$ cat config.mk
export PLATFORM = sky130hd
export DESIGN_NAME = mem_cache_stage
export DESIGN_NICKNAME = d
export VERILOG_FILES = /design/src/rtl/mem_cache_stage.sv
export SDC_FILE = /design/constraint.sdc
export NUM_CORES = 1
export LEC_CHECK = 0
export BUFFER_PORTS_ARGS = -buffer_cell sky130_fd_sc_hd__buf_2
export CORE_MARGIN = 3
export CORE_UTILIZATION = 40
export DETAILED_ROUTE_END_ITERATION = 7
export SLEW_MARGIN = 20
export SYNTH_ARGS = -nofsm -noshare
export SYNTH_HDL_FRONTEND = slang
export SYNTH_SLANG_ARGS = --single-unit
$ cat constraint.sdc
create_clock -name clk -period 12.5 [get_ports clk]
set_clock_uncertainty 0.15 [all_clocks]
set_input_delay 1.25 -clock clk [delete_from_list [all_inputs] [get_ports clk]]
set_output_delay 1.25 -clock clk [all_outputs]
set_load 0.02 [all_outputs]
$ cat src/rtl/mem_cache_stage.sv
// mem_cache_stage
// ---------------
// MEM pipeline stage built around a direct-mapped, write-back data cache
// with one 32-bit word per line. A hit or a non-memory entry finishes in one
// cycle. A miss stalls the front of the pipe, writes back a dirty victim if
// there is one, fills the line from main memory, then finishes the access in
// a DONE cycle exactly as if it had hit.
//
// Parameters
//   INDEX_BITS   log2 of the number of cache lines
//   MEM_TIMEOUT  cycles a memory request may wait for mem_ack before the
//                stage gives up and raises the sticky mem_error
//
// Ports
//   clk, rst                 clock, asynchronous active-high reset
//   mem_access, we_cache     entry is a load/store, 1 = store
//   is_word                  1 = word access, 0 = byte access
//   ALU_result, rt_data      effective address (or plain result), store data
//   rd_num_in, register_write_in, register_src_in   writeback controls from EX
//   stall                    freezes IF..EX and holds the EX/MEM inputs
//   mem_read_data, ALU_result_out, rd_num_out,
//   register_write_out, register_src_out            registered MEM/WB outputs
//   mem_req, mem_we, mem_addr, mem_wdata            main-memory request side
//   mem_rdata, mem_ack       main-memory read data and one-cycle completion
//   mem_error                sticky flag, set when a request times out
//
// Build option
//   MEM_CACHE_STATS_EN  when defined, adds saturating 32-bit outputs
//                       hit_count, miss_count and wb_count.

module mem_cache_stage #(
   parameter int INDEX_BITS  = 3,
   parameter int MEM_TIMEOUT = 255
) (
   input  logic        clk,
   input  logic        rst,
   input  logic        mem_access,
   input  logic        we_cache,
   input  logic        is_word,
   input  logic [31:0] ALU_result,
   input  logic [31:0] rt_data,
   input  logic [4:0]  rd_num_in,
   input  logic        register_write_in,
   input  logic [1:0]  register_src_in,
   output logic        stall,
   output logic [31:0] mem_read_data,
   output logic [31:0] ALU_result_out,
   output logic [4:0]  rd_num_out,
   output logic        register_write_out,
   output logic [1:0]  register_src_out,
   output logic        mem_req,
   output logic        mem_we,
   output logic [31:0] mem_addr,
   output logic [31:0] mem_wdata,
   input  logic [31:0] mem_rdata,
   input  logic        mem_ack,
   output logic        mem_error
`ifdef MEM_CACHE_STATS_EN
   ,
   output logic [31:0] hit_count,
   output logic [31:0] miss_count,
   output logic [31:0] wb_count
`endif
);

   localparam int LINES    = 1 << INDEX_BITS;
   localparam int TAG_BITS = 30 - INDEX_BITS;
   localparam int CNT_BITS = $clog2(MEM_TIMEOUT + 1);

   typedef enum logic [1:0] {IDLE, WRITEBACK, FILL, DONE} state_t;

   state_t state_q, state_d;

   logic [LINES-1:0]    line_valid;
   logic [LINES-1:0]    line_dirty;
   logic [TAG_BITS-1:0] line_tag  [LINES];
   logic [31:0]         line_data [LINES];

   logic [CNT_BITS-1:0] tmo_cnt;
   logic                timed_out_q;
   logic                mem_error_q;

   logic [INDEX_BITS-1:0] acc_index;
   logic [TAG_BITS-1:0]   acc_tag;
   logic [1:0]            acc_offset;
   logic [TAG_BITS-1:0]   cur_tag;
   logic [31:0]           cur_data;

   logic        hit;
   logic        victim_dirty;
   logic        miss_detect;
   logic        in_mem;
   logic        timeout;
   logic        complete;
   logic        access_ok;
   logic        store_hit;
   logic        fill_done;
   logic [7:0]  sel_byte;
   logic [31:0] load_value;
   logic [31:0] store_value;

   assign acc_offset = ALU_result[1:0];
   assign acc_index  = ALU_result[INDEX_BITS+1:2];
   assign acc_tag    = ALU_result[31:INDEX_BITS+2];
   assign cur_tag    = line_tag[acc_index];
   assign cur_data   = line_data[acc_index];

   assign hit          = line_valid[acc_index] && (cur_tag == acc_tag);
   assign victim_dirty = line_valid[acc_index] && line_dirty[acc_index];
   assign miss_detect  = (state_q == IDLE) && mem_access && !hit;
   assign in_mem       = (state_q == WRITEBACK) || (state_q == FILL);
   assign timeout      = in_mem && !mem_ack && (tmo_cnt == CNT_BITS'(MEM_TIMEOUT - 1));
   assign fill_done    = (state_q == FILL) && mem_ack;

   // "complete" is the cycle in which the MEM/WB registers take the entry.
   // After a timeout the DONE cycle still retires the instruction, but the
   // line is left alone and a load returns zero.
   assign complete  = ((state_q == IDLE) && !miss_detect) || (state_q == DONE);
   assign access_ok = complete && mem_access && !((state_q == DONE) && timed_out_q);
   assign store_hit = access_ok && we_cache;

   assign mem_error = mem_error_q;

   // Byte lane selection for loads and byte merge for stores; offset 0 is
   // the least significant byte.
   always_comb begin
      sel_byte    = cur_data[7:0];
      store_value = rt_data;
      if (!is_word) begin
         store_value = cur_data;
         case (acc_offset)
            2'd0: begin
               sel_byte          = cur_data[7:0];
               store_value[7:0]  = rt_data[7:0];
            end
            2'd1: begin
               sel_byte          = cur_data[15:8];
               store_value[15:8] = rt_data[7:0];
            end
            2'd2: begin
               sel_byte           = cur_data[23:16];
               store_value[23:16] = rt_data[7:0];
            end
            default: begin
               sel_byte           = cur_data[31:24];
               store_value[31:24] = rt_data[7:0];
            end
         endcase
      end
      load_value = is_word ? cur_data : {{24{sel_byte[7]}}, sel_byte};
   end

   // FSM state register, plus the request timeout counter and its flags.
   // The counter restarts on every state change so that a writeback and the
   // following fill each get the full timeout budget.
   always_ff @(posedge clk or posedge rst) begin
      if (rst) begin
         state_q     <= IDLE;
         tmo_cnt     <= '0;
         timed_out_q <= 1'b0;
         mem_error_q <= 1'b0;
      end else begin
         state_q <= state_d;
         if (in_mem && !mem_ack && !timeout) begin
            tmo_cnt <= tmo_cnt + 1'b1;
         end else begin
            tmo_cnt <= '0;
         end
         if (timeout) begin
            timed_out_q <= 1'b1;
            mem_error_q <= 1'b1;
         end else if (state_q == DONE) begin
            timed_out_q <= 1'b0;
         end
      end
   end

   // FSM next-state logic.
   always_comb begin
      state_d = state_q;
      case (state_q)
         IDLE: begin
            if (miss_detect) begin
               state_d = victim_dirty ? WRITEBACK : FILL;
            end
         end
         WRITEBACK: begin
            if (mem_ack) begin
               state_d = FILL;
            end else if (timeout) begin
               state_d = DONE;
            end
         end
         FILL: begin
            if (mem_ack || timeout) begin
               state_d = DONE;
            end
         end
         default: state_d = IDLE;
      endcase
   end

   // FSM outputs. The request is a pure function of the state and the held
   // EX/MEM inputs, so it is stable until acknowledged and drops the moment
   // an asynchronous reset forces the state back to IDLE. The writeback
   // address is rebuilt from the victim's stored tag.
   always_comb begin
      stall     = !rst && (miss_detect || in_mem);
      mem_req   = in_mem;
      mem_we    = 1'b0;
      mem_addr  = 32'd0;
      mem_wdata = 32'd0;
      case (state_q)
         WRITEBACK: begin
            mem_we    = 1'b1;
            mem_addr  = {cur_tag, acc_index, 2'b00};
            mem_wdata = cur_data;
         end
         FILL: begin
            mem_addr = {ALU_result[31:2], 2'b00};
         end
         default: ;
      endcase
   end

   // Valid and dirty bits need a reset; a fill makes the line clean and a
   // store (hit or post-fill) marks it dirty.
   always_ff @(posedge clk or posedge rst) begin
      if (rst) begin
         line_valid <= '0;
         line_dirty <= '0;
      end else begin
         if (fill_done) begin
            line_valid[acc_index] <= 1'b1;
            line_dirty[acc_index] <= 1'b0;
         end else if (store_hit) begin
            line_dirty[acc_index] <= 1'b1;
         end
      end
   end

   // Tag and data arrays carry no reset; they are only meaningful once the
   // matching valid bit is set.
   always_ff @(posedge clk) begin
      if (fill_done) begin
         line_tag[acc_index]  <= acc_tag;
         line_data[acc_index] <= mem_rdata;
      end else if (store_hit) begin
         line_data[acc_index] <= store_value;
      end
   end

   // MEM/WB pipeline register. While stalled a bubble is injected by
   // clearing register_write_out; everything else holds its value.
   always_ff @(posedge clk or posedge rst) begin
      if (rst) begin
         mem_read_data      <= 32'd0;
         ALU_result_out     <= 32'd0;
         rd_num_out         <= 5'd0;
         register_write_out <= 1'b0;
         register_src_out   <= 2'd0;
      end else if (complete) begin
         mem_read_data      <= (access_ok && !we_cache) ? load_value : 32'd0;
         ALU_result_out     <= ALU_result;
         rd_num_out         <= rd_num_in;
         register_write_out <= register_write_in;
         register_src_out   <= register_src_in;
      end else begin
         register_write_out <= 1'b0;
      end
   end

`ifdef MEM_CACHE_STATS_EN
   // Access statistics: one hit or miss per memory access (a miss is counted
   // in its detecting cycle only), one writeback per dirty eviction.
   // All counters stop at their maximum value instead of wrapping.
   always_ff @(posedge clk or posedge rst) begin
      if (rst) begin
         hit_count  <= 32'd0;
         miss_count <= 32'd0;
         wb_count   <= 32'd0;
      end else begin
         if ((state_q == IDLE) && mem_access && hit && (hit_count != '1)) begin
            hit_count <= hit_count + 32'd1;
         end
         if (miss_detect && (miss_count != '1)) begin
            miss_count <= miss_count + 32'd1;
         end
         if (miss_detect && victim_dirty && (wb_count != '1)) begin
            wb_count <= wb_count + 32'd1;
         end
      end
   end
`else
   // No statistics hardware in this build.
`endif

endmodule

# [Yosys cells after proc, flatten, opt, wreduce, memory -nomap -nowiden]
# Memories as Yosys holds them, arrays and structs flattened.
# Cells that the tools add are included.
# Widths: inputs -> output; s select.
[op_classes] mux=35 magnitude_cmp=2 reduce_logical=33 n_eq_ne=10 add_sub_neg=1 bitwise_logic=5
[ops] op="$mux 32" count=5
[ops] op="$pmux 32 s2" count=1
[ops] op="$mux 8" count=7
[ops] op="$eq 27x27->1" count=1
[ops] op="$pmux 8 s3" count=1
[ops] op="$logic_and 1x1->1" count=16
[ops] op="$or 8x8->8" count=2
[ops] op="$mux 1" count=12
[ops] op="$mux 2" count=5
[ops] op="$add 8x1->8 const B" count=1
[ops] op="$and 8x8->8" count=1
[ops] op="$eq 8x8->1 const B" count=1
[ops] op="$not 8->8" count=1
[ops] op="$logic_not 1->1" count=7
[ops] op="$bmux 1 s3" count=2
[ops] op="$eq 2x2->1 const B" count=3
[ops] op="$pmux 2 s3" count=1
[ops] op="$eq 2x1->1 const B" count=2
[ops] op="$logic_not 2->1" count=2
[ops] op="$logic_or 1x1->1" count=4
[ops] op="$lt 3x4->1 const B" count=1
[ops] op="$reduce_bool 2->1" count=2
[ops] op="$demux 1 s3" count=1
[ops] op="$ge 3x1->1 const B" count=1
[ops] op="6 further kinds" count=6
[word_totals] output_inout_bits=140 mem_count=2 word_cells=99 ff_bits=100 in_bits=110 mem_bits_rw=472
[mem_list] memory="line_data" depth=8 width=32 read_ports=1 rd_ports_with_merged_regs=0 write_ports=1 line_no="77" source="logic [31:0] line_data [LINES];"
[mem_list] memory="line_tag" depth=8 width=27 read_ports=1 rd_ports_with_merged_regs=0 write_ports=1 line_no="76" source="logic [TAG_BITS-1:0] line_tag [LINES];"

# [Longest topological paths before layout]
# Gate-level depths: netlist of run 1.
[logic_depth] depth_word=15 ltp_mapped=14 depth_no_buf=8

# [Worst setup path after synthesis of run 1]
# OpenSTA, ideal clock, no wires.
[synth_timing] kind="input -> register" startpoint="input ALU_result[4]" endpoint="memory line_data[1][0], enable pin" required_ps=11880 cell_stages=11 setup_time_ps=470 slack_ps=5673 arrival_ps=6207 path_cell_list="buf_2 buf_2 buf_1 mux4_2 mux2i_1 xnor2_1 nor4_1 nand4_1 o31ai_4 nand3_1 a21boi_0"
[synth_between] elab_chain_cells=15 elab_cells_between_ends=17
[synth_rtl] element="from (decl)" line_no="40" source="input logic [31:0] ALU_result,"
[synth_rtl] element="$mem_v2 8x27 / $bmux 1 s3 (equally long branches)"
[synth_rtl] element="$eq 27x27->1 / $mux 1 (equally long branches)" line_no="108" source="assign hit = line_valid[acc_index] && (cur_tag == acc_tag);"
[synth_rtl] element="$logic_and 1x1->1" line_no="108"
[synth_rtl] element="$logic_not 1->1" line_no="110" source="assign miss_detect = (state_q == IDLE) && mem_access && !hit;"
[synth_rtl] element="$logic_and 1x1->1" line_no="110"
[synth_rtl] element="$logic_not 1->1" line_no="118" source="assign complete = ((state_q == IDLE) && !miss_detect) || (state_q == DONE);"
[synth_rtl] element="$logic_and 1x1->1" line_no="118"
[synth_rtl] element="$logic_or 1x1->1" line_no="118"
[synth_rtl] element="$logic_and 1x1->1 (2 in a row)" line_no="119" source="assign access_ok = complete && mem_access && !((state_q == DONE) && timed_out_q);"
[synth_rtl] element="$logic_and 1x1->1" line_no="120" source="assign store_hit = access_ok && we_cache;"
[synth_rtl] element="$mux 1" line_no="248" source="end else if (store_hit) begin"
[synth_rtl] element="$mux 1" line_no="245" source="if (fill_done) begin"
[synth_rtl] element="$mux 1 (implied by the code)" line_no="249" source="line_data[acc_index] <= store_value;"
[synth_rtl] element="$or 1x1->1 (no source line)"
[synth_rtl] element="to (decl)" line_no="77"
# Parallel ways exist; a longest one is shown, timed or not. The select of a mux whose other input is x is not followed.

# [Worst setup path in the final report of run 1]
[layout_timing] startpoint="input ALU_result[3]" endpoint="output stall"
[layout_between] elab_chain_cells=7 elab_cells_between_ends=9
[layout_rtl] element="$mem_v2 8x27 / $bmux 1 s3 (equally long branches)"
[layout_rtl] element="$eq 27x27->1 / $mux 1 (equally long branches)" line_no="108"
[layout_rtl] element="$logic_and 1x1->1 *" line_no="108"
[layout_rtl] element="$logic_not 1->1 *" line_no="110"
[layout_rtl] element="$logic_and 1x1->1 *" line_no="110"
[layout_rtl] element="$logic_or 1x1->1 *" line_no="208" source="stall = !rst && (miss_detect || in_mem);"
[layout_rtl] element="$logic_and 1x1->1 *" line_no="208"
[layout_rtl] element="to (decl)" line_no="45" source="output logic stall,"
# Mark *: on every way between the ends. The rest lies on a longest branch, timed or not. The select of a mux whose other input is x is not followed.

==> results by group, run 1 <==
Outcome
  – Outcome: completed

STA
  – Max-slew headroom at the worst pin: 19.5%
  – Fmax: 148 MHz
  – Max-slew violation count: 0
  – RSZ-0062 raised after global routing: no
  – Finish-stage setup viols: 0
  – Pin slew with the least headroom to its limit: 1.20 ns
  – Final hold vios: 0
  – Post-Route Hold Slack: 0.307 ns
  – Final critical delay including setup and external delays: 6.75 ns
  – Setup TNS Final: 0 ns
  – Tcrit/Tclk final: 54.0%
  – Final worst setup slack: 5.75 ns

Synthesis
  – Ranking of synthesized cells by instance count: edfxtp_1, dfrtp_1, nor2_1
  – Most common cell in the netlist: edfxtp_1
  – Post-synth EDFFs: 472
  – Synth area leader: edfxtp_1
  – Asr flop ratio synth: 17.5%
  – Syn Area/Cell: 15.6 um2
  – Synth Warn #: 0
  – Post-synth top area share: 58.4%
  – Proportion of synthesized chip area in sequential cells: 68.8%
  – Total standard cell area after synthesis: 24300 um2
  – Cells taking the most area after synthesis: edfxtp_1, dfrtp_1, mux2_2
  – Count of cell types in the netlist: 73
  – Instance count of the mapped netlist: 1553
  – Main flop type after synthesis: edfxtp_1
  – Number of synthesized register bits: 572

Pwr
  – Internal power component: 3.77 mW
  – Leakage dissipation: 10.6 nW
  – Combinational Power Share: 24.8%
  – Switching part of the total: 31.2%
  – Pwr Density: 192 nW/um2
  – Power share of the sequential group: 43.3%
  – Clk network pwr share: 31.9%
  – Worst IR drop on VDD: 0.121 mV
  – Net switching power figure: 1.71 mW

Clocking
  – Clock insertion delay at the later pin of the skew report: 0.64 ns
  – Quantity of hold-fixing buffers added after cts: 0
  – Maximum clock insertion buffer count: 3
  – Clock buffers created by TritonCTS: 59
  – TritonCTS clock tree: built
  – Root buffer cell: clkbuf_16
  – H-tree depth: 2
  – Post CTS Setup Buffer Count: 0
  – Clk pin slew, worst setup/hold paths: 0.06 ns
  – Number of gates resized after cts: 0
  – TritonCTS sink count: 572

Cells and area
  – Final design area excluding fillers: 28500 um2
  – Non-filler instance count after layout: 2641
  – Final Net Count: 1931
  – Ratio of cells with drive above 1 in the final layout: 32.2%
  – Layout area overhead: 17.5%

Global route
  – Wire length of the first global-routing pass: 102000 um
  – Antenna violations before repair: 2
  – Remaining global-route overflow: 0
  – Via count of the first global-routing pass: 14.9k
  – GRT Util Overall: 21.9%
  – Largest net degree at the start of global routing: 80

Worst setup path
  – Highest net fanout along the worst path: 52
  – Delay contributed by the slowest stage of the critical path: 0.76 ns
  – Endpoint of the worst-slack reg-to-reg timing path: line_data[2][9]
  – CP Capture Type: primary output
  – Ordered cell list for the critical path: buf_4 > buf_4 > nor2b_1 > a221oi_1 > o211ai_1 > o2111ai_1 > or4_4 > o31ai_2 > o21a_1 > nor2_1 > buf_2
  – Worst setup path endpoint: stall
  – CP Depth: 11
  – Cell at the slowest stage of the critical path: nor2b_1
  – Type of element launching the critical path: primary input
  – Data arrival time of the critical path: 5.35 ns
  – Count of buffer and inverter cells on the critical path: 3
  – Crit-path most repeated cell: buf_4
  – Worst R2R Path Depth: 9
  – Worst endpoint required time: 11.10 ns
  – WS Path Type: in -> out
  – Worst R2R Start: line_tag[3][17]
  – Gate family responsible for the most delay along the worst path: buffers and inverters
  – Flop-to-flop setup slack: 7.87 ns
  – First element of the critical path: ALU_result[3]

Floorplanning
  – Total I/O pin count: 250
  – Area enclosed by the die boundary: 63600 um2
  – Initial standard-cell utilization of the core: 40.8%
  – Number of placement rows: 89
  – Core Box Area: 59500 um2
  – Die Y-Extent: 252 um
  – X dimension of the die: 252 um

Route
  – Detailed router's first-iteration violation count: 1490
  – Vias per std cell: 5.76
  – Wire per inst: 26.7 um
  – Pre-Repair DR Iteration Count: 7
  – Via Count: 15.2k
  – # DRC: 0
  – Number of nets with antenna violations after routing: 0
  – Total length of routed wires: 70500 um

Place
  – Setup slack after placement: 5.24 ns
  – Inst Count DP: 2527
  – Count of input and output buffers: 247
  – Placed Area: 26500 um2
  – Final HPWL DP: 43800 um
  – Last weighted congestion value of the routability-driven placer: 0.829

Min path
  – Min-Delay Path Class: reg -> reg

Flow run
  – Max_cap viols: 0
## power groups by stage
stage          combinational, mW  clock, mW  sequential, mW
2_1_floorplan              0.709          0            2.54
3_3_place_gp                1.35          0            2.40
3_5_place_dp                1.37          0            2.41
4_1_cts                     1.37       1.78            2.37
5_1_grt                     1.45       1.86            2.39
6_report                    1.36       1.75            2.37
## stage by stage
step / power [mW] / util, %
2_1_floorplan: 3.25 / -
3_3_place_gp: 3.76 / 44.6
3_5_place_dp: 3.78 / 44.6
4_1_cts: 5.52 / 47.9
5_1_grt: 5.70 / 47.9
6_report: 5.48 / 47.9
## state kept, by name, summed over array words and instances (netlist names), named ones only
signal / count
timed_out_q: 1
register_write_out: 1
tmo_cnt: 8
register_src_out: 2
mem_read_data: 32
state_q: 2
line_valid: 8
rd_num_out: 5
line_data: 256
mem_error: 1
line_tag: 216
ALU_result_out: 32
## kinds of logic after synthesis
logic type	share of synthesized area, %
AOI/OAI and AO/OA	8.74
DFF	68.8
muxes	13.3
adders and majority gates	0.310
and+or+nand+nor	5.40
other	0.0155
buffers and inverters	2.42
xor gates and xnor gates	1.01
## placed cells by master, fill, tap and decap left out, drive strengths merged, types with 10 or more instances in the layout
master,n
edfxtp,472
buf,298
mux2,122
dfrtp,100
nor2,98
nand2,86
clkbuf,75
mux2i,73
o21ai,73
a21oi,53
a22oi,50
mux4,45
a221oi,29
clkinv,25
inv,22
xnor2,19
and2,18
a22o,15
nand3,13
and3,13
a2bb2oi,13
clkinvlp,10
nor3,10
## area by class of cell
| type | count | area [um2] |
|---|---|---|
| diodes | 2 | 5.00 |
| multi-input cells | 859 | 7180 |
| inverters | 25 | 96.3 |
| fillers | 5130 | 31000 |
| repair buffers | 298 | 1620 |
| well taps | 773 | 967 |
| clock buffers | 75 | 1590 |
| flip-flops and latches | 572 | 16700 |
| clock inverters | 37 | 360 |
## worst min-delay path by stage
stage | endpoint | start | cells after the start | slack (ns)
2_1_floorplan | line_valid[1] | line_valid[1] | 1 | 0.28
3_3_place_gp | line_valid[7] | line_valid[7] | 1 | 0.29
3_5_place_dp | line_valid[1] | line_valid[1] | 1 | 0.30
4_1_cts | line_valid[1] | line_valid[1] | 1 | 0.31
5_1_grt | line_valid[6] | line_valid[6] | 1 | 0.33
6_report | line_valid[1] | line_valid[1] | 1 | 0.31
## layer usage
metal | track usage [%] | vias to the layer above | share of wire [%]
met5 | 0 | - | 0.016
met4 | 6.25 | 2 | 2.6
met3 | 4.50 | 104 | 8.4
met2 | 35.5 | 721 | 48
met1 | 30.2 | 7771 | 41
li1 | - | 6607 | -
No activity file was read; power rests on OpenSTA's default activity.
==> run 2: changes to the inputs <==
Clock period 12.5 ns to 5.81 ns, I/O delays scaled along.
==> run 2 against run 1 <==
- clock power up 120%
- first-iteration DRC count up 3.3%
- sequential share of layout area down 0.86 points
- register-to-register slack worse by 6.1 ns
- die area unchanged
- global-route usage up 0.35 points
- core utilization up 0.72 points
- via count up 1.8%
- count of clock-buffer cells in the layout up 8
- non-clock buffer count up 35
- critical endpoint unchanged
- largest cell class unchanged
- largest power group unchanged
==> results by group, run 2 (same netlist as run 1, synthesis figures left out) <==
Global route
  – Largest net degree at the start of global routing: 54
  – Wire length of the first global-routing pass: 104000 um
  – Antenna violations before repair: 2
  – GRT Util Overall: 22.3%
  – Remaining global-route overflow: 0
  – Via count of the first global-routing pass: 15.2k

Worst setup path
  – Data arrival time of the critical path: 3.88 ns
  – CP Capture Type: primary output
  – Highest net fanout along the worst path: 49
  – WS Path Type: in -> out
  – Endpoint of the worst-slack reg-to-reg timing path: line_data[1][28]
  – Worst R2R Start: line_tag[2][10]
  – Type of element launching the critical path: primary input
  – Flop-to-flop setup slack: 1.82 ns
  – Worst R2R Path Depth: 9
  – First element of the critical path: ALU_result[3]
  – Worst setup path endpoint: stall
  – Worst endpoint required time: 5.08 ns

Floorplanning
  – Number of placement rows: 89
  – X dimension of the die: 252 um
  – Area enclosed by the die boundary: 63600 um2
  – Total I/O pin count: 250
  – Core Box Area: 59500 um2
  – Initial standard-cell utilization of the core: 40.8%
  – Die Y-Extent: 252 um

Cells and area
  – Commonest cells after routing, fill and taps aside: edfxtp_1, buf_2, dfrtp_1
  – Top flop regs: line_data: 256 flops, line_tag: 216 flops
  – Leading cell type in the layout, fill and taps excluded: edfxtp_1
  – Ratio of cells with drive above 1 in the final layout: 32.6%
  – Layout area overhead: 19.2%
  – Utilization after layout: 48.6%
  – Final design area excluding fillers: 28900 um2
  – Largest register FFs: 256
  – Largest Register: line_data
  – Final Net Count: 1967

Route
  – Total length of routed wires: 71400 um
  – Detailed router's first-iteration violation count: 1539
  – Via Count: 15.5k
  – Vias per std cell: 5.78
  – Pre-Repair DR Iteration Count: 7
  – Number of nets with antenna violations after routing: 0
  – # DRC: 0
  – Wire per inst: 26.7 um

Clocking
  – H-tree depth: 2
  – Clk pin slew, worst setup/hold paths: 0.06 ns
  – Post CTS Setup Buffer Count: 0
  – TritonCTS sink count: 572
  – TritonCTS clock tree: built
  – Root buffer cell: clkbuf_16
  – Number of gates resized after cts: 0
  – Clock buffers created by TritonCTS: 60
  – Clock insertion delay at the later pin of the skew report: 0.64 ns
  – Maximum clock insertion buffer count: 3

STA
  – Final critical delay including setup and external delays: 4.61 ns
  – Pin slew with the least headroom to its limit: 1.13 ns
  – Post-Route Hold Slack: 0.0442 ns
  – Fmax: 217 MHz
  – Max-slew headroom at the worst pin: 24.9%
  – Tcrit/Tclk final: 79.3%
  – Max-slew violation count: 0
  – Finish-stage setup viols: 0
  – RSZ-0062 raised after global routing: no
  – Final hold vios: 0

Place
  – Placed Area: 26900 um2
  – Count of input and output buffers: 247
  – Last weighted congestion value of the routability-driven placer: 0.852
  – Final HPWL DP: 45300 um

Outcome
  – Outcome: completed

Min path
  – Hold Crit Start: rd_num_in[3]
  – Min-Delay Path Class: in -> reg

Flow run
  – Max_cap viols: 0

Pwr
  – Pwr Density: 411 nW/um2
  – Leakage dissipation: 10.8 nW
  – Worst IR drop on VDD: 0.269 mV
## run 2: changes by cell type in the layout (fill, tap and decap cells not counted), moves of 2 or more
cell / before / now
buf_12: 0 / 11
buf_4: 53 / 68
clkbuf_1: 12 / 18
clkbuf_8: 3 / 5
clkinv_2: 11 / 9
clkinv_4: 0 / 2
clkinvlp_4: 10 / 3
dlygate4sd3_1: 0 / 8
o21ai_1: 0 / 2
## run 2: cell type report
type	count	area [um2]
Tap cell	773	967
Clock inverter	31	334
Multi-Input combinational cell	859	7160
Antenna cell	1	2.50
Fill cell	5159	30500
Clock buffer	83	1640
Timing Repair Buffer	333	2040
Inverter	25	97.6
Sequential cell	572	16700
## run 2: critical path, cell delays in order
cell,delay [ns]
buf_4,0.65
buf_4,0.30
mux2_1,0.33
a221o_1,0.32
a21oi_2,0.19
xnor2_1,0.08
or4_4,0.54
o31ai_2,0.44
o21a_1,0.23
nor2_1,0.05
buf_2,0.15
## run 2: how the worst min path moves through the flow
stage	endpoint	slack, ns	cells after the start
after CTS	rd_num_out[3]	0.001	2
after detailed placement	line_valid[7]	0.30	1
after global routing	rd_num_out[3]	0.01	2
after floorplan	line_valid[1]	0.28	1
after global placement	line_valid[6]	0.30	1
final	rd_num_out[3]	0.04	2
## run 2: per-layer routing
metal / vias to the layer above / part of all wire (%) / GRT usage, %
met1: 7978 / 42 / 31.0
met2: 727 / 48 / 36.3
li1: 6665 / - / -
met4: 2 / 2.2 / 5.32
met3: 104 / 8.2 / 4.48
met5: - / 0.018 / 0
## run 2: repair_timing
| action | 4_1_cts | 5_1_grt |
|---|---|---|
| endpoints found under the hold margin | 58 | 0 |
| endpoints found under the setup margin | 0 | 0 |
| hold buffers | 8 | 0 |
## run 2: power by group
part | switching [mW] | internal, mW
clock network | 1.62 | 2.20
registers | 0.177 | 4.92
logic | 1.90 | 1.06
total | 3.70 | 8.18
## run 2: through the flow
step | TNS (ns) | setup slack [ns] | std cells | total power, mW
3_5_place_dp | 0 | 0.774 | 2553 | 8.17
6_report | 0 | 1.20 | 2677 | 11.9
5_1_grt | 0 | 0.905 | 2676 | 12.4
2_1_floorplan | -22.27 | -0.348 | 1554 | 7.00
3_3_place_gp | 0 | 0.790 | 2553 | 8.13
4_1_cts | 0 | 1.13 | 2675 | 12.0
==> run 3: changes to the inputs <==
Clock period 5.81 ns to 4.6 ns, I/O delays scaled along.
==> run 3 against run 2 <==
- clock power grew 26%
- wire length shrank 0.29%
- final cell count grew 0.86%
- via count shrank 0.11%
- hold slack lost 0.0065 ns
- register-to-register slack lost 0.98 ns
- critical path depth grew 1
- first-iteration DRC count grew 5.5%
- setup slack lost 0.75 ns
==> results by group, run 3 (same netlist as run 1, synthesis figures left out) <==
Cells and area
  – Ratio of cells with drive above 1 in the final layout: 33.5%
  – Largest Register: line_data
  – Area taken by multi-input logic gates: 7170 um2
  – Utilization after layout: 49.1%
  – Leading cell type in the layout, fill and taps excluded: edfxtp_1
  – Number of inserted filler cells in the final layout: 5097
  – Commonest cells after routing, fill and taps aside: edfxtp_1, buf_2, dfrtp_1
  – Combined flip-flop and latch cell area: 16700 um2
  – Final design area excluding fillers: 29200 um2
  – Top flop regs: line_data: 256 flops, line_tag: 216 flops
  – Final Net Count: 1992
  – Layout area overhead: 20.4%
  – Largest register FFs: 256

Pwr
  – Worst IR drop on VDD: 0.327 mV
  – Leakage dissipation: 11.0 nW
  – Pwr Density: 516 nW/um2

Clocking
  – TritonCTS sink count: 572
  – TritonCTS clock tree: built
  – Root buffer cell: clkbuf_16
  – H-tree depth: 2
  – Clock insertion delay at the later pin of the skew report: 0.62 ns
  – Quantity of hold-fixing buffers added after cts: 9
  – Maximum clock insertion buffer count: 3
  – Post CTS Setup Buffer Count: 0
  – Clk pin slew, worst setup/hold paths: 0.06 ns
  – Number of gates resized after cts: 0
  – Clock buffers created by TritonCTS: 59

STA
  – Final worst setup slack: 0.451 ns
  – Final critical delay including setup and external delays: 4.15 ns
  – Pin slew with the least headroom to its limit: 1.11 ns
  – Finish-stage setup viols: 0
  – Max-slew headroom at the worst pin: 25.0%
  – Tcrit/Tclk final: 90.2%
  – RSZ-0062 raised after global routing: no
  – Fmax: 241 MHz
  – Max-slew violation count: 0
  – Final hold vios: 0

Worst setup path
  – Data arrival time of the critical path: 3.54 ns
  – Worst endpoint required time: 3.99 ns
  – Gate family responsible for the most delay along the worst path: buffers and inverters
  – Delay contributed by the slowest stage of the critical path: 0.51 ns
  – Highest net fanout along the worst path: 31
  – CP Capture Type: primary output
  – WS Path Type: in -> out
  – Cell at the slowest stage of the critical path: mux4_2
  – Crit-path most repeated cell: buf_4
  – Count of buffer and inverter cells on the critical path: 4
  – Ordered cell list for the critical path: buf_4 > buf_4 > mux4_2 > mux2i_1 > xnor2_1 > nor4_2 > buf_4 > nand4_2 > o31ai_2 > o21a_1 > nor2_1 > buf_2
  – Type of element launching the critical path: primary input

Floorplanning
  – Number of placement rows: 89
  – X dimension of the die: 252 um
  – Initial standard-cell utilization of the core: 40.8%
  – Total I/O pin count: 250
  – Core Box Area: 59500 um2
  – Die Y-Extent: 252 um
  – Area enclosed by the die boundary: 63600 um2

Flow run
  – Max_cap viols: 0

Route
  – Number of nets with antenna violations after routing: 0
  – # DRC: 0
  – Via Count: 15.5k
  – Wire per inst: 26.4 um
  – Total length of routed wires: 71200 um
  – Pre-Repair DR Iteration Count: 6
  – Detailed router's first-iteration violation count: 1623
  – Vias per std cell: 5.73

Place
  – Placed Area: 27100 um2
  – Setup slack after placement: 0.136 ns
  – Final HPWL DP: 46900 um
  – Last weighted congestion value of the routability-driven placer: 0.829
  – Count of input and output buffers: 247

Global route
  – Remaining global-route overflow: 0
  – Via count of the first global-routing pass: 15.5k
  – GRT Util Overall: 22.1%
  – Antenna violations before repair: 0
  – Largest net degree at the start of global routing: 54
  – Wire length of the first global-routing pass: 103000 um

Min path
  – Min-Delay Path Class: in -> reg

Outcome
  – Outcome: completed
==> run 3: metal layers <==
metal / up-vias / track usage (%) / part of all wire [%]
li1: 6709 / - / -
met1: 7917 / 30.2 / 41
met2: 699 / 35.5 / 47
met3: 134 / 4.39 / 8.1
met4: 0 / 7.63 / 3.4
met5: - / 0 / 0
==> run 3: worst register-to-register path, cell delays in order (launching register included) <==
cell      delay (ns)
edfxtp_1        0.37
mux4_2          0.48
mux2i_1         0.26
xor2_1          0.18
nand3_1         0.13
or4_4           0.60
o31ai_4         0.38
nand3_1         0.14
buf_4           0.24
a21oi_4         0.24
buf_12          0.28
==> run 3: area by class of cell <==
cell class / count / area share (%)
Tap cell: 773 / 3.31
Antenna cell: 1 / 0.00857
Multi-Input combinational cell: 859 / 24.6
Timing Repair Buffer: 359 / 7.94
Inverter: 25 / 0.334
Clock buffer: 74 / 5.43
Clock inverter: 37 / 1.29
Sequential cell: 572 / 57.1
==> run 3: worst paths after layout <==
| kind | startpoint | endpoint | slack [ns] | cells after the start |
|---|---|---|---|---|
| hold reg to reg | line_valid[2] | line_valid[2] | 0.32 | 1 |
| setup / recovery | ALU_result[3] | stall | 0.45 | 12 |
| min in group asynchronous | rst | ALU_result_out[30] | 0.34 | 3 |
| max in group asynchronous | rst | line_valid[3] | 3.06 | 4 |
| setup reg to reg | line_tag[3][17] | line_data[7][23] | 0.84 | 10 |
| hold / removal | ALU_result[9] | line_tag[0][4] | 0.04 | 1 |
==> run 3: stage by stage <==
step                      hold slack, ns  TNS, ns  total power [mW]  instances
after floorplan                    0.280  -161.91              8.84       1554
after global placement             0.297        0              10.3       2579
after detailed placement           0.302        0              10.4       2579
after CTS                        0.00177        0              15.2       2699
after global routing              0.0394        0              15.7       2699
final                             0.0377        0              15.1       2700
==> run 3: where the power goes <==
group | switching (mW) | total (mW) | internal, mW
sequential | 0.235 | 6.45 | 6.21
clock | 2.00 | 4.83 | 2.83
combinational | 2.42 | 3.80 | 1.38
total | 4.66 | 15.1 | 10.4
